### src/rtl/imu_accel_sequencer.sv
// Drives an i2c_master: writes the IMU config register once, then periodically
// burst-reads six acceleration bytes and publishes them as three signed samples.
module imu_accel_sequencer #(
    parameter logic [6:0] IMU_ADDR       = 7'h68,
    parameter logic [6:0] ACC_BASE_ADDR  = 7'h12,
    parameter logic [6:0] CFG_REG        = 7'h7E,
    parameter logic [7:0] CFG_DATA       = 8'h11,
    parameter int unsigned SAMPLE_PERIOD  = 100000,
    parameter int unsigned TIMEOUT_CYCLES = 50000
) (
    input  logic        i_clk,
    input  logic        i_rst,
    input  logic        i_enable,
    output logic        o_m_start,
    output logic        o_m_read_write,
    output logic [6:0]  o_m_slave_addr,
    output logic [6:0]  o_m_reg_addr,
    output logic [7:0]  o_m_data_in,
    input  logic [7:0]  i_m_data_out,
    input  logic        i_m_busy,
    input  logic        i_m_done,
    output logic [15:0] o_acc_x,
    output logic [15:0] o_acc_y,
    output logic [15:0] o_acc_z,
    output logic        o_sample_valid,
    output logic        o_init_done,
    output logic        o_err,
    output logic [7:0]  o_err_count
);
    localparam int PW = $clog2(SAMPLE_PERIOD + 1);
    localparam int TW = $clog2(TIMEOUT_CYCLES + 1);
    localparam logic [PW-1:0] PER_LAST = PW'(SAMPLE_PERIOD - 1);
    localparam logic [PW-1:0] PER_ONE  = PW'(1);
    localparam logic [TW-1:0] TMO_LAST = TW'(TIMEOUT_CYCLES - 1);
    localparam logic [TW-1:0] TMO_ONE  = TW'(1);

    typedef enum logic [2:0] {
        S_IDLE        = 3'd0,
        S_INIT_ISSUE  = 3'd1,
        S_INIT_WAIT   = 3'd2,
        S_RD_ISSUE    = 3'd3,
        S_RD_WAIT     = 3'd4,
        S_PUBLISH     = 3'd5,
        S_WAIT_PERIOD = 3'd6
    } state_t;

    state_t           r_state;
    logic [2:0]       r_idx;
    logic [PW-1:0]    r_per_cnt;
    logic [TW-1:0]    r_tmo_cnt;
    logic [5:0][7:0]  r_bytes;
    logic             r_m_start;
    logic             r_m_read_write;
    logic [6:0]       r_m_reg_addr;
    logic [7:0]       r_m_data_in;
    logic [15:0]      r_acc_x;
    logic [15:0]      r_acc_y;
    logic [15:0]      r_acc_z;
    logic             r_sample_valid;
    logic             r_init_done;
    logic             r_err;
    logic [7:0]       r_err_count;

    // A done coinciding with our own start pulse belongs to an older transaction.
    logic w_done;
    logic w_tmo;
    assign w_done = i_m_done & ~r_m_start;
    assign w_tmo  = (r_tmo_cnt == TMO_LAST);

    function automatic logic [7:0] sat_inc(input logic [7:0] v);
        return (v == 8'hFF) ? 8'hFF : v + 8'h01;
    endfunction

    // Sequencer FSM; every output is a register updated here.
    always_ff @(posedge i_clk) begin
        if (i_rst) begin
            r_state        <= S_IDLE;
            r_idx          <= 3'd0;
            r_per_cnt      <= '0;
            r_tmo_cnt      <= '0;
            r_bytes        <= 48'h0;
            r_m_start      <= 1'b0;
            r_m_read_write <= 1'b0;
            r_m_reg_addr   <= 7'h00;
            r_m_data_in    <= 8'h00;
            r_acc_x        <= 16'h0000;
            r_acc_y        <= 16'h0000;
            r_acc_z        <= 16'h0000;
            r_sample_valid <= 1'b0;
            r_init_done    <= 1'b0;
            r_err          <= 1'b0;
            r_err_count    <= 8'h00;
        end else begin
            r_m_start      <= 1'b0;
            r_sample_valid <= 1'b0;
            r_err          <= 1'b0;
            case (r_state)
                S_IDLE: begin
                    if (i_enable) begin
                        r_state <= r_init_done ? S_RD_ISSUE : S_INIT_ISSUE;
                    end
                end
                S_INIT_ISSUE: begin
                    r_m_read_write <= 1'b0;
                    r_m_reg_addr   <= CFG_REG;
                    r_m_data_in    <= CFG_DATA;
                    if (!i_m_busy) begin
                        r_m_start <= 1'b1;
                        r_tmo_cnt <= '0;
                        r_state   <= S_INIT_WAIT;
                    end
                end
                S_INIT_WAIT: begin
                    r_tmo_cnt <= r_tmo_cnt + TMO_ONE;
                    if (w_done) begin
                        r_init_done <= 1'b1;
                        r_state     <= S_WAIT_PERIOD;
                    end else if (w_tmo) begin
                        r_err       <= 1'b1;
                        r_err_count <= sat_inc(r_err_count);
                        r_state     <= S_WAIT_PERIOD;
                    end
                end
                S_RD_ISSUE: begin
                    r_m_read_write <= 1'b1;
                    r_m_reg_addr   <= ACC_BASE_ADDR + {4'h0, r_idx};
                    if (!i_m_busy) begin
                        r_m_start <= 1'b1;
                        r_tmo_cnt <= '0;
                        r_state   <= S_RD_WAIT;
                    end
                end
                S_RD_WAIT: begin
                    r_tmo_cnt <= r_tmo_cnt + TMO_ONE;
                    if (w_done) begin
                        if (r_idx == 3'd5) begin
                            // Last byte goes straight to the outputs to meet the one-cycle latency.
                            r_acc_x        <= {r_bytes[1], r_bytes[0]};
                            r_acc_y        <= {r_bytes[3], r_bytes[2]};
                            r_acc_z        <= {i_m_data_out, r_bytes[4]};
                            r_sample_valid <= 1'b1;
                            r_state        <= S_PUBLISH;
                        end else begin
                            r_bytes[r_idx] <= i_m_data_out;
                            r_idx          <= r_idx + 3'd1;
                            r_state        <= S_RD_ISSUE;
                        end
                    end else if (w_tmo) begin
                        r_err       <= 1'b1;
                        r_err_count <= sat_inc(r_err_count);
                        r_bytes     <= 48'h0;
                        r_idx       <= 3'd0;
                        r_state     <= S_WAIT_PERIOD;
                    end
                end
                S_PUBLISH: begin
                    r_idx   <= 3'd0;
                    r_state <= S_WAIT_PERIOD;
                end
                S_WAIT_PERIOD: begin
                    if (!i_enable) begin
                        r_per_cnt <= '0;
                    end else if (r_per_cnt == PER_LAST) begin
                        r_per_cnt <= '0;
                        r_state   <= S_IDLE;
                    end else begin
                        r_per_cnt <= r_per_cnt + PER_ONE;
                    end
                end
                default: begin
                    r_state <= S_IDLE;
                end
            endcase
        end
    end

    assign o_m_start      = r_m_start;
    assign o_m_read_write = r_m_read_write;
    assign o_m_slave_addr = IMU_ADDR;
    assign o_m_reg_addr   = r_m_reg_addr;
    assign o_m_data_in    = r_m_data_in;
    assign o_acc_x        = r_acc_x;
    assign o_acc_y        = r_acc_y;
    assign o_acc_z        = r_acc_z;
    assign o_sample_valid = r_sample_valid;
    assign o_init_done    = r_init_done;
    assign o_err          = r_err;
    assign o_err_count    = r_err_count;
endmodule

### config.mk
export PLATFORM = sky130hd
export DESIGN_NAME = imu_accel_sequencer
export DESIGN_NICKNAME = d
export VERILOG_FILES = /design/src/rtl/imu_accel_sequencer.sv
export SDC_FILE = /design/constraint.sdc
export NUM_CORES = 1
export LEC_CHECK = 0
export BUFFER_PORTS_ARGS = -buffer_cell sky130_fd_sc_hd__buf_2
export CELL_PAD_IN_SITES_DETAIL_PLACEMENT = 1
export CELL_PAD_IN_SITES_GLOBAL_PLACEMENT = 2
export CORE_UTILIZATION = 36
export CTS_CLUSTER_DIAMETER = 40
export DETAILED_ROUTE_END_ITERATION = 16
export GPL_ROUTABILITY_DRIVEN = 0
export GPL_TIMING_DRIVEN = 0
export PLACE_DENSITY_LB_ADDON = 0.3
export SYNTH_ARGS = -nofsm -noshare
export SYNTH_HDL_FRONTEND = slang
export SYNTH_SLANG_ARGS = --single-unit
export TNS_END_PERCENT = 10
### constraint.sdc
create_clock -name i_clk -period 7.69 [get_ports i_clk]
set_clock_uncertainty 0.1 [all_clocks]
set_input_delay 2.307 -clock i_clk [delete_from_list [all_inputs] [get_ports i_clk]]
set_output_delay 2.307 -clock i_clk [all_outputs]
set_load 0.05 [all_outputs]
==> results of run 1 <==
power breakdown:
part           switching [W]  total (W)  leakage (nW)  internal [W]
logic              0.0000996   0.000133          1.43     0.0000333
registers         0.00000563   0.000775          1.19      0.000769
clock network       0.000364   0.000825         0.284      0.000461
worst max-delay path, cell delays in order:
cell and delay [ps]:
buf_2 90, nor2b_1 340, clkbuf_1 410, nand3_1 370
nor3_1 860, a22o_1 250
state kept, by name, summed over array words and instances, names as in the netlist:
name and flops:
o_acc_x 16, o_acc_y 16, o_acc_z 16, o_err 1
o_err_count 8, o_init_done 1, o_m_data_in 1, o_m_read_write 1
o_m_reg_addr 6, o_m_start 1, o_sample_valid 1, r_bytes 40
r_idx 3, r_per_cnt 17, r_state 3, r_tmo_cnt 16
per-layer routing:
layer	wire (microns)	part of all wire	up-vias
li1	-	-	2633
met1	8043	0.47	2627
met3	631	0.037	21
met2	8180	0.48	81
met5	0	0	-
met4	259	0.015	0
per-stage QoR:
step	utilization	setup slack (ps)	hold slack, ps
floorplan	-	3617	332.2
global route	0.4547	3084	371.3
CTS	0.4547	3367	356.4
finish	0.4547	3316	355.7
global placement	0.4180	2970	339.7
detailed placement	0.4180	2944	345.2
layout by cell type (no fill, tap or decap), drive strengths merged, types with 7 or more instances in the layout:
master  Yosys  routed
a21oi      66      66
a22o       43      43
and3       12      12
buf        18     100
clkbuf     33      50
conb        2      13
dfxtp     147     147
ha          9       9
inv         7      16
nand2     132     132
nand3      23      23
nand4      11      11
nor2       47      47
nor3       15      15
o21ai      18      18
or3         7       7
xor2       16      16
how the worst max path moves through the flow:
stage,start,endpoint,slack [ps],depth (start not counted)
after global routing,i_m_done,r_bytes[12],3080,6
after floorplan,i_m_done,r_bytes[10],3620,5
after global placement,i_m_done,r_bytes[29],2970,6
final,i_m_done,r_bytes[12],3320,6
after detailed placement,i_m_done,r_bytes[28],2940,6
after CTS,i_m_done,r_bytes[12],3370,6
final cells by class:
cell class	instances	area, sq um
tap	216	270.3
multi-input combinational	495	2836
buffer	51	250.2
timing repair buffer	82	410.4
fill	1954	8788
clock inverter	15	165.2
inverter	7	26.28
sequential	147	2943
clock buffer	17	425.4
kinds of logic (layout without fill, tap and decap cells):
kind of cell	Yosys count	after routing	share of synthesized area
buf+inv	58	172	0.04598
other cells	2	13	0.001249
mux	4	4	0.007073
compound gates	155	155	0.1677
simple gates	295	295	0.2424
flops	147	147	0.4893
fa+ha+maj	9	9	0.01872
xor+xnor	19	19	0.02767
==> metrics.csv, run 1 <==
stage,metric,value,unit
setup_path,startpoint_type,input port,
sta,rsz0062_at_grt,false,
yosys,yosys_register_bits,147,
sta,hold_violations,0,
place,dp_hpwl,12370,microns
yosys,ys.flop_type,dfxtp_1,
global_routing,grt.overflow.total,0,
sta,fin_crit_sh,0.5687,
clock_tree,ctsLongestPathBuffers,2,
place,dp_cells,998,
sta,slew_headroom,0.3618,
pwr,p_leak,2.902,nW
clock_tree,h-tree-depth,4,
global_routing,met2_usage,0.3327,
global_routing,met1_usage,0.2644,
clock_tree,hold_buffers,0,
drt,wl,17120,microns
sta,fin_tns_setup,0,ps
clock_tree,clock_latency,430,ps
yosys,yosysSeqAreaShare,0.4893,
sta,finalMaxSlewViolations,0,
run_status,run_status,"finished, final reports clean",
floorplanning,rows,46,
floorplanning,chipWidth,131.3,microns
floorplanning,dieHeight,131.3,microns
drt,ant_nets,0,
yosys,yosys_warnings,0,
clock_tree,clk_pin_slew_worst_paths,60,ps
setup_path,reg2regPathDepth,7,
hold_path,min_from,o_acc_x[9],
yosys,synthMostInstantiatedCell,dfxtp_1,
yosys,syn_area,6015,sq um
global_routing,first_global_vias,5453,
drt,avgViaCountPerCell,5.206,
clock_tree,cts.repair.resized,0,
floorplanning,die-area,17230,sq um
drt,drc,0,
sta,tightestPinTransition,949.9,ps
hold_path,hold-path-endpoint,o_acc_x[9],
yosys,synth.top_cell.area_share,0.4893,
final_layout,fin_cells,1030,
floorplanning,start_util,0.3732,
yosys,synth-edff-count,0,
hold_path,min_path_cells,2,
global_routing,grt_first_pass_wirelength,28150,microns
setup_path,regToRegStartpoint,r_state[2],
setup_path,endpoint_kind,flop,
yosys,synth.avg_cell_area,8.729,sq um
clock_tree,post_cts_buffers,0,
clock_tree,cts_sinks,147,
yosys,synth_common_cells,"147 x dfxtp_1, 132 x nand2_1, 66 x a21oi_1",
pwr,totalPowerFinal,0.001733,W
yosys,syn-instance-count,689,
run,cap_violations,0,
pwr,p_per_area,236.5,nW/um^2
yosys,synth_top_area_cell,dfxtp_1,
global_routing,antenna_found_initial,0,
clock_tree,numCtsBuffers,17,
setup_path,worstPathArrival,4640,ps
setup_path,ff2ff_setup_slack,4700,ps
hold_path,hp-class,reg -> reg,
setup_path,crit_fanout,10,
final_layout,areaGrowthSynthToFinish,21.82,%
sta,fmax,228.6,MHz
final_layout,nNetsFinal,823,
clock_tree,cts_tree,built,
final_layout,final_layout_size_suffix_gt1_frac,0.1757,
setup_path,critical_path_class,in -> reg,
clock_tree,cts.root.buffer_cell,clkbuf_16,
global_routing,grt.total_usage,0.2042,
global_routing,busiest_layer,met2,
floorplanning,design.core.area,16120,sq um
global_routing,grt_max_degree,17,
setup_path,reg2reg_to,o_acc_x[13],
drt,vias,5362,
yosys,synthTopCellsByArea,"dfxtp_1 49%, nand2_1 8.2%, a22o_1 6.3%",
global_routing,use_met3,0.04745,
yosys,yosys.cell_types.count,54,
sta,finalSetupViolCount,0,
yosys,async_reset_ff_frac,0,
setup_path,worstPathRequired,7950,ps
place,numPortBuffers,82,
final_layout,diodes,0,
drt,wl_per_cell,16.62,microns
floorplanning,io_pins,96,
final_layout,final_cell_area,7327,sq um
place,dpl_cell_area,6736,sq um
pwr,peakVddDrop,0.1592,mV
sta,min_period,4374,ps
drt,drtIter0Drc,274,
drt,dr.pass1.iters,4,
(Power assumes the default switching activity.)
==> run 2: changes to the inputs <==
--- a/config.mk
+++ b/config.mk
@@ -8,7 +8,7 @@
 export BUFFER_PORTS_ARGS = -buffer_cell sky130_fd_sc_hd__buf_2
 export CELL_PAD_IN_SITES_DETAIL_PLACEMENT = 1
 export CELL_PAD_IN_SITES_GLOBAL_PLACEMENT = 2
-export CORE_UTILIZATION = 36
+export CORE_UTILIZATION = 30
 export CTS_CLUSTER_DIAMETER = 40
 export DETAILED_ROUTE_END_ITERATION = 16
 export GPL_ROUTABILITY_DRIVEN = 0
==> constraint.sdc (replaced) <==
create_clock -name i_clk -period 3.85 [get_ports i_clk]
set_clock_uncertainty 0.1 [all_clocks]
set_input_delay 1.155 -clock i_clk [delete_from_list [all_inputs] [get_ports i_clk]]
set_output_delay 1.155 -clock i_clk [all_outputs]
set_load 0.05 [all_outputs]
==> metrics.csv, run 2 (synthesized netlist as in run 1, its figures left out) <==
stage,metric,value,unit
floorplanning,design.core.area,19530,sq um
sta,fmax,309.2,MHz
final_layout,final_cell_mix,"147 x dfxtp_1, 132 x nand2_1, 84 x buf_2",
place,dpl_cell_area,6798,sq um
clock_tree,cts_tree,built,
drt,avgViaCountPerCell,4.996,
sta,min_period,3235,ps
clock_tree,cts.repair.resized,0,
final_layout,regMostFlops,r_bytes,
sta,fin_crit_sh,0.8401,
setup_path,worstPathArrival,3500,ps
clock_tree,post_cts_buffers,0,
drt,wl_per_cell,16.37,microns
final_layout,final_layout_size_suffix_gt1_frac,0.1747,
floorplanning,die-area,20620,sq um
drt,vias,5386,
run_status,run_status,"finished, final reports clean",
final_layout,final_cell_area,7395,sq um
pwr,clkPwrFrac,0.481,
drt,dr.pass1.iters,4,
pwr,switching_share,0.2568,
final_layout,final_common_cell,dfxtp_1,
global_routing,first_global_vias,5444,
sta,finalSetupViolCount,0,
clock_tree,cts.root.buffer_cell,clkbuf_16,
sta,holdWs,354.4,ps
sta,rsz0062_at_grt,false,
setup_path,critical_path_class,in -> reg,
final_layout,reg_top3,"r_bytes x40, r_per_cnt x17",
setup_path,endpoint_kind,flop,
setup_path,worstPathRequired,4110,ps
clock_tree,hold_buffers,0,
place,numPortBuffers,82,
clock_tree,h-tree-depth,4,
run,cap_violations,0,
drt,wl,17650,microns
sta,fin_ws,615.5,ps
final_layout,diodes,0,
pwr,p_leak,2.901,nW
global_routing,grt_max_degree,17,
sta,finalMaxSlewViolations,0,
floorplanning,rows,51,
floorplanning,io_pins,96,
clock_tree,clk_pin_slew_worst_paths,60,ps
place,dp_cells,1047,
final_layout,nNetsFinal,823,
drt,drc,0,
place,dp_slack,174.8,ps
setup_path,crit_fanout,10,
global_routing,grt.total_usage,0.1795,
final_layout,largest_reg_flops,40,
clock_tree,clock_latency,420,ps
pwr,peakVddDrop,0.3197,mV
global_routing,antenna_found_initial,0,
hold_path,min_path_cells,2,
pwr,combPwrFrac,0.076,
sta,hold_violations,0,
setup_path,reg2regPathDepth,7,
pwr,p_sw,0.0008990,W
final_layout,areaGrowthSynthToFinish,22.95,%
clock_tree,ctsLongestPathBuffers,2,
setup_path,startpoint_type,input port,
hold_path,hp-class,reg -> reg,
pwr,power_frac_seq,0.443,
floorplanning,start_util,0.3080,
place,dp_hpwl,12700,microns
clock_tree,cts_sinks,147,
sta,slew_headroom,0.3545,
sta,tightestPinTransition,960.8,ps
final_layout,fin_cells,1078,
floorplanning,chipWidth,143.6,microns
global_routing,grt_first_pass_wirelength,28530,microns
pwr,internal_power,0.002601,W
drt,ant_nets,0,
global_routing,grt.overflow.total,0,
floorplanning,dieHeight,143.6,microns
pwr,p_per_area,473.3,nW/um^2
drt,drtIter0Drc,245,
clock_tree,numCtsBuffers,17,
sta,fin_tns_setup,0,ps
==> run 2: cell count changes in the layout (fill, tap and decap cells not counted), sizes merged <==
cell	before	now
inv	16	12
clkbuf	50	52
bufinv	1	2
clkinv	3	2
clkinvlp	2	3
==> run 2: per-stage QoR <==
| stage | util | total power (W) |
|---|---|---|
| 3_5_place_dp | 0.3481 | 0.001848 |
| 2_1_floorplan | - | 0.001770 |
| 3_3_place_gp | 0.3481 | 0.001843 |
| 4_1_cts | 0.3787 | 0.003532 |
| 6_report | 0.3787 | 0.003500 |
| 5_1_grt | 0.3787 | 0.003625 |
==> run 2: power by group through the flow <==
| stage | logic (W) | clock network (W) | registers (W) |
|---|---|---|---|
| floorplan | 0.000158 | 0 | 0.00161 |
| global placement | 0.000261 | 0 | 0.00158 |
| detailed placement | 0.000265 | 0 | 0.00158 |
| CTS | 0.000267 | 0.00172 | 0.00155 |
| global route | 0.000287 | 0.00179 | 0.00155 |
| finish | 0.000266 | 0.00169 | 0.00155 |
==> run 2: per-layer routing <==
metal,vias up,part of all wire,track usage
li1,2628,-,-
met1,2647,0.48,0.2309
met2,88,0.48,0.2969
met3,23,0.031,0.03732
met4,0,0.014,0.06159
met5,-,0,0
==> run 2: layout make-up <==
cell class                 instances  area, sq um
fill                            2360        12130
clock inverter                    12        143.9
timing repair buffer              82        410.4
tap                              265        331.6
buffer                            51        250.2
multi-input combinational        495         2836
inverter                           7        26.28
clock buffer                      19        452.9
sequential                       147         2943
==> run 2: critical path: stages <==
cell and delay (ps):
buf_2 90, nor2b_1 340, clkbuf_1 420, nand3_1 370
nor3_1 880, a22o_1 240
==> run 2: path summary, 6_finish.rpt <==
path / from / end / slack, ps
worst max-delay path: i_m_done / r_bytes[24] / 620
worst min-delay path: o_acc_y[11] / o_acc_y[11] / 350
worst max register to register: r_state[2] / o_acc_z[5] / 930
worst min register to register: o_acc_y[11] / o_acc_y[11] / 350
==> run 3: changes to the inputs <==
--- a/config.mk
+++ b/config.mk
@@ -5,10 +5,11 @@
 export SDC_FILE = /design/constraint.sdc
 export NUM_CORES = 1
 export LEC_CHECK = 0
+export ABC_AREA = 1
 export BUFFER_PORTS_ARGS = -buffer_cell sky130_fd_sc_hd__buf_2
 export CELL_PAD_IN_SITES_DETAIL_PLACEMENT = 1
 export CELL_PAD_IN_SITES_GLOBAL_PLACEMENT = 2
-export CORE_UTILIZATION = 30
+export CORE_UTILIZATION = 29
 export CTS_CLUSTER_DIAMETER = 40
 export DETAILED_ROUTE_END_ITERATION = 16
 export GPL_ROUTABILITY_DRIVEN = 0
==> constraint.sdc (replaced) <==
create_clock -name i_clk -period 2.95 [get_ports i_clk]
set_clock_uncertainty 0.1 [all_clocks]
set_input_delay 0.885 -clock i_clk [delete_from_list [all_inputs] [get_ports i_clk]]
set_output_delay 0.885 -clock i_clk [all_outputs]
set_load 0.05 [all_outputs]
==> metrics.csv, run 3 <==
stage,metric,value,unit
drt,top_layer_used,met4,
sta,holdWs,365.8,ps
final_layout,fillCellCount,2726,
yosys,yosys.cell_types.count,41,
floorplanning,io_pins,96,
clock_tree,post_cts_buffers,0,
floorplanning,rows,54,
yosys,synthMostInstantiatedCell,nand2_1,
sta,min_period,2488,ps
pwr,internal_power,0.003780,W
clock_tree,h-tree-depth,4,
final_layout,final_layout_size_suffix_gt1_frac,0.1670,
clock_tree,cts_sinks,147,
global_routing,grt.total_usage,0.1797,
drt,avgViaCountPerCell,4.713,
sta,rsz0062_at_grt,false,
global_routing,grt.overflow.total,0,
drt,drc,0,
pwr,p_leak,3.381,nW
final_layout,final_cell_mix,"158 x nand2_1, 147 x dfxtp_1, 145 x nor2_1",
run_status,run_status,"finished, final reports clean",
drt,met3WireLength,552,microns
yosys,synth_common_cells,"158 x nand2_1, 147 x dfxtp_1, 145 x nor2_1",
sta,fin_crit_sh,0.8434,
drt,vias,6032,
setup_path,crit_fanout,10,
global_routing,antenna_found_initial,0,
sta,fin_tns_setup,0,ps
pwr,p_sw,0.001584,W
final_layout,areaGrowthSynthToFinish,22.19,%
sta,finalSetupViolCount,0,
yosys,synth.top_cell.area_share,0.4554,
sta,finalMaxSlewViolations,0,
yosys,synthXorXnorAreaFrac,0.008132,
hold_path,hp-class,reg -> reg,
final_layout,final_common_cell,nand2_1,
run,cap_violations,0,
yosys,syn_area,6462,sq um
floorplanning,die-area,22890,sq um
final_layout,largest_reg_flops,40,
yosys,yosys_register_bits,147,
clock_tree,hold_buffers,0,
setup_path,worstPathRequired,3160,ps
yosys,synth.avg_cell_area,7.369,sq um
clock_tree,numCtsBuffers,17,
drt,dr.pass1.iters,4,
pwr,switching_share,0.2954,
floorplanning,start_util,0.2961,
pwr,p_per_area,679.3,nW/um^2
drt,met2_length,8917,microns
drt,wl_met1,9972,microns
final_layout,reg_top3,"r_bytes x40, r_per_cnt x17",
clock_tree,clock_latency,430,ps
final_layout,nNetsFinal,1010,
floorplanning,dieHeight,151.3,microns
setup_path,critical_path_class,in -> reg,
drt,wl_per_cell,15.33,microns
pwr,clkPwrFrac,0.441,
yosys,synthTopCellsByArea,"dfxtp_1 46%, nand2_1 9.2%, nor2_1 8.4%",
setup_path,endpoint_kind,flop,
yosys,synth_fa_ha_area_frac,0.01742,
global_routing,first_global_vias,5952,
yosys,syn-instance-count,877,
sta,hold_violations,0,
clock_tree,clk_pin_slew_worst_paths,60,ps
sta,slew_headroom,0.4909,
setup_path,worstPathArrival,2700,ps
setup_path,startpoint_type,input port,
clock_tree,cts_tree,built,
clock_tree,cts.root.buffer_cell,clkbuf_16,
pwr,combPwrFrac,0.164,
floorplanning,design.core.area,21820,sq um
floorplanning,chipWidth,151.3,microns
drt,wl,19630,microns
yosys,synth-compound-area-share,0.1487,
yosys,ys.flop_type,dfxtp_1,
clock_tree,ctsLongestPathBuffers,2,
final_layout,regMostFlops,r_bytes,
final_layout,seqCellArea,2943,sq um
yosys,yosysSeqAreaShare,0.4554,
yosys,synth_top_area_cell,dfxtp_1,
place,dp_hpwl,14260,microns
yosys,synth_top_family_by_area,simple AND/OR/NAND/NOR gates,
pwr,power_frac_seq,0.395,
global_routing,grt_max_degree,17,
place,numPortBuffers,81,
drt,ant_nets,0,
global_routing,grt_first_pass_wirelength,31510,microns
yosys,yosys_warnings,0,
clock_tree,cts.repair.resized,0,
sta,fmax,401.9,MHz
yosys,synthMuxAreaShare,0,
drt,drtIter0Drc,306,
final_layout,diodes,0,
yosys,synth-simple-area-share,0.2852,
pwr,peakVddDrop,0.2694,mV
sta,tightestPinTransition,763.6,ps
final_layout,multi_input_area,3018,sq um
yosys,synth-edff-count,0,
yosys,async_reset_ff_frac,0,
-- run 3: cell count changes after synthesis, sizes merged, moves of 8 or more --
cell / previous run / this run
nor2: 47 / 149
inv: 7 / 64
o21ai: 18 / 73
a22o: 43 / 0
nand4: 11 / 48
nand2: 132 / 160
a21oi: 66 / 87
nand3: 23 / 41
xor2: 16 / 3
and3: 12 / 0
buf: 18 / 27
clkbuf: 33 / 25
-- run 3: worst paths after layout --
kind	from	endpoint	cells past startpoint	slack [ps]
worst min register to register	r_bytes[5]	r_bytes[5]	2	370
worst max register to register	r_idx[0]	o_acc_z[7]	8	570
worst min-delay path	r_bytes[5]	r_bytes[5]	2	370
worst max-delay path	i_m_done	o_acc_z[7]	10	460
-- run 3: final cells by class --
cell class              count  area share
repair buffers             81     0.05134
clock buffers              23     0.06180
clock inverters             8     0.01886
multi-input cells         620      0.3822
flip-flops and latches    147      0.3727
plain buffers              52     0.03597
inverters                  69     0.03280
well taps                 280     0.04437
-- run 3: kinds of logic (layout without fill, tap and decap cells) --
logic type / Yosys count / count (layout)
adder cells (fa/ha/maj): 9 / 9
other: 2 / 13
XOR/XNOR: 6 / 6
AND/OR/NAND/NOR: 416 / 416
flip-flops: 147 / 147
AO/OA/AOI/OAI: 176 / 176
buffers and inverters: 121 / 233
-- run 3: power groups by stage --
stage,Sequential [W],Clock [W],Combinational [W]
3_3_place_gp,0.00216,0,0.000880
5_1_grt,0.00213,0.00251,0.000962
6_report,0.00212,0.00237,0.000878
4_1_cts,0.00212,0.00241,0.000887
2_1_floorplan,0.00227,0,0.000533
3_5_place_dp,0.00216,0,0.000879
-- run 3: worst max-delay path, stage by stage --
cell and delay, ps:
buf_2 80, inv_1 50, nor2_2 320, inv_2 90, nor3_4 360, inv_2 140, buf_2 200, clkbuf_1 260
nor2_1 240, nor2_1 70
-- run 3: metal layers --
metal,vias to the layer above,global-route usage
li1,3117,-
met1,2816,0.2475
met2,85,0.2831
met3,14,0.03584
met4,0,0.04850
met5,-,0
-- run 3: per-stage QoR --
step                setup WS (ps)  area, sq um  utilization  total power (W)  instances
floorplan                   754.8         6504            -         0.002805        888
global placement            34.28         7259       0.3326         0.003039       1249
detailed placement          12.68         7259       0.3326         0.003041       1249
CTS                         454.8         7896       0.3618         0.005419       1280
global route                283.8         7896       0.3618         0.005596       1280
finish                      462.1         7896       0.3618         0.005364       1280
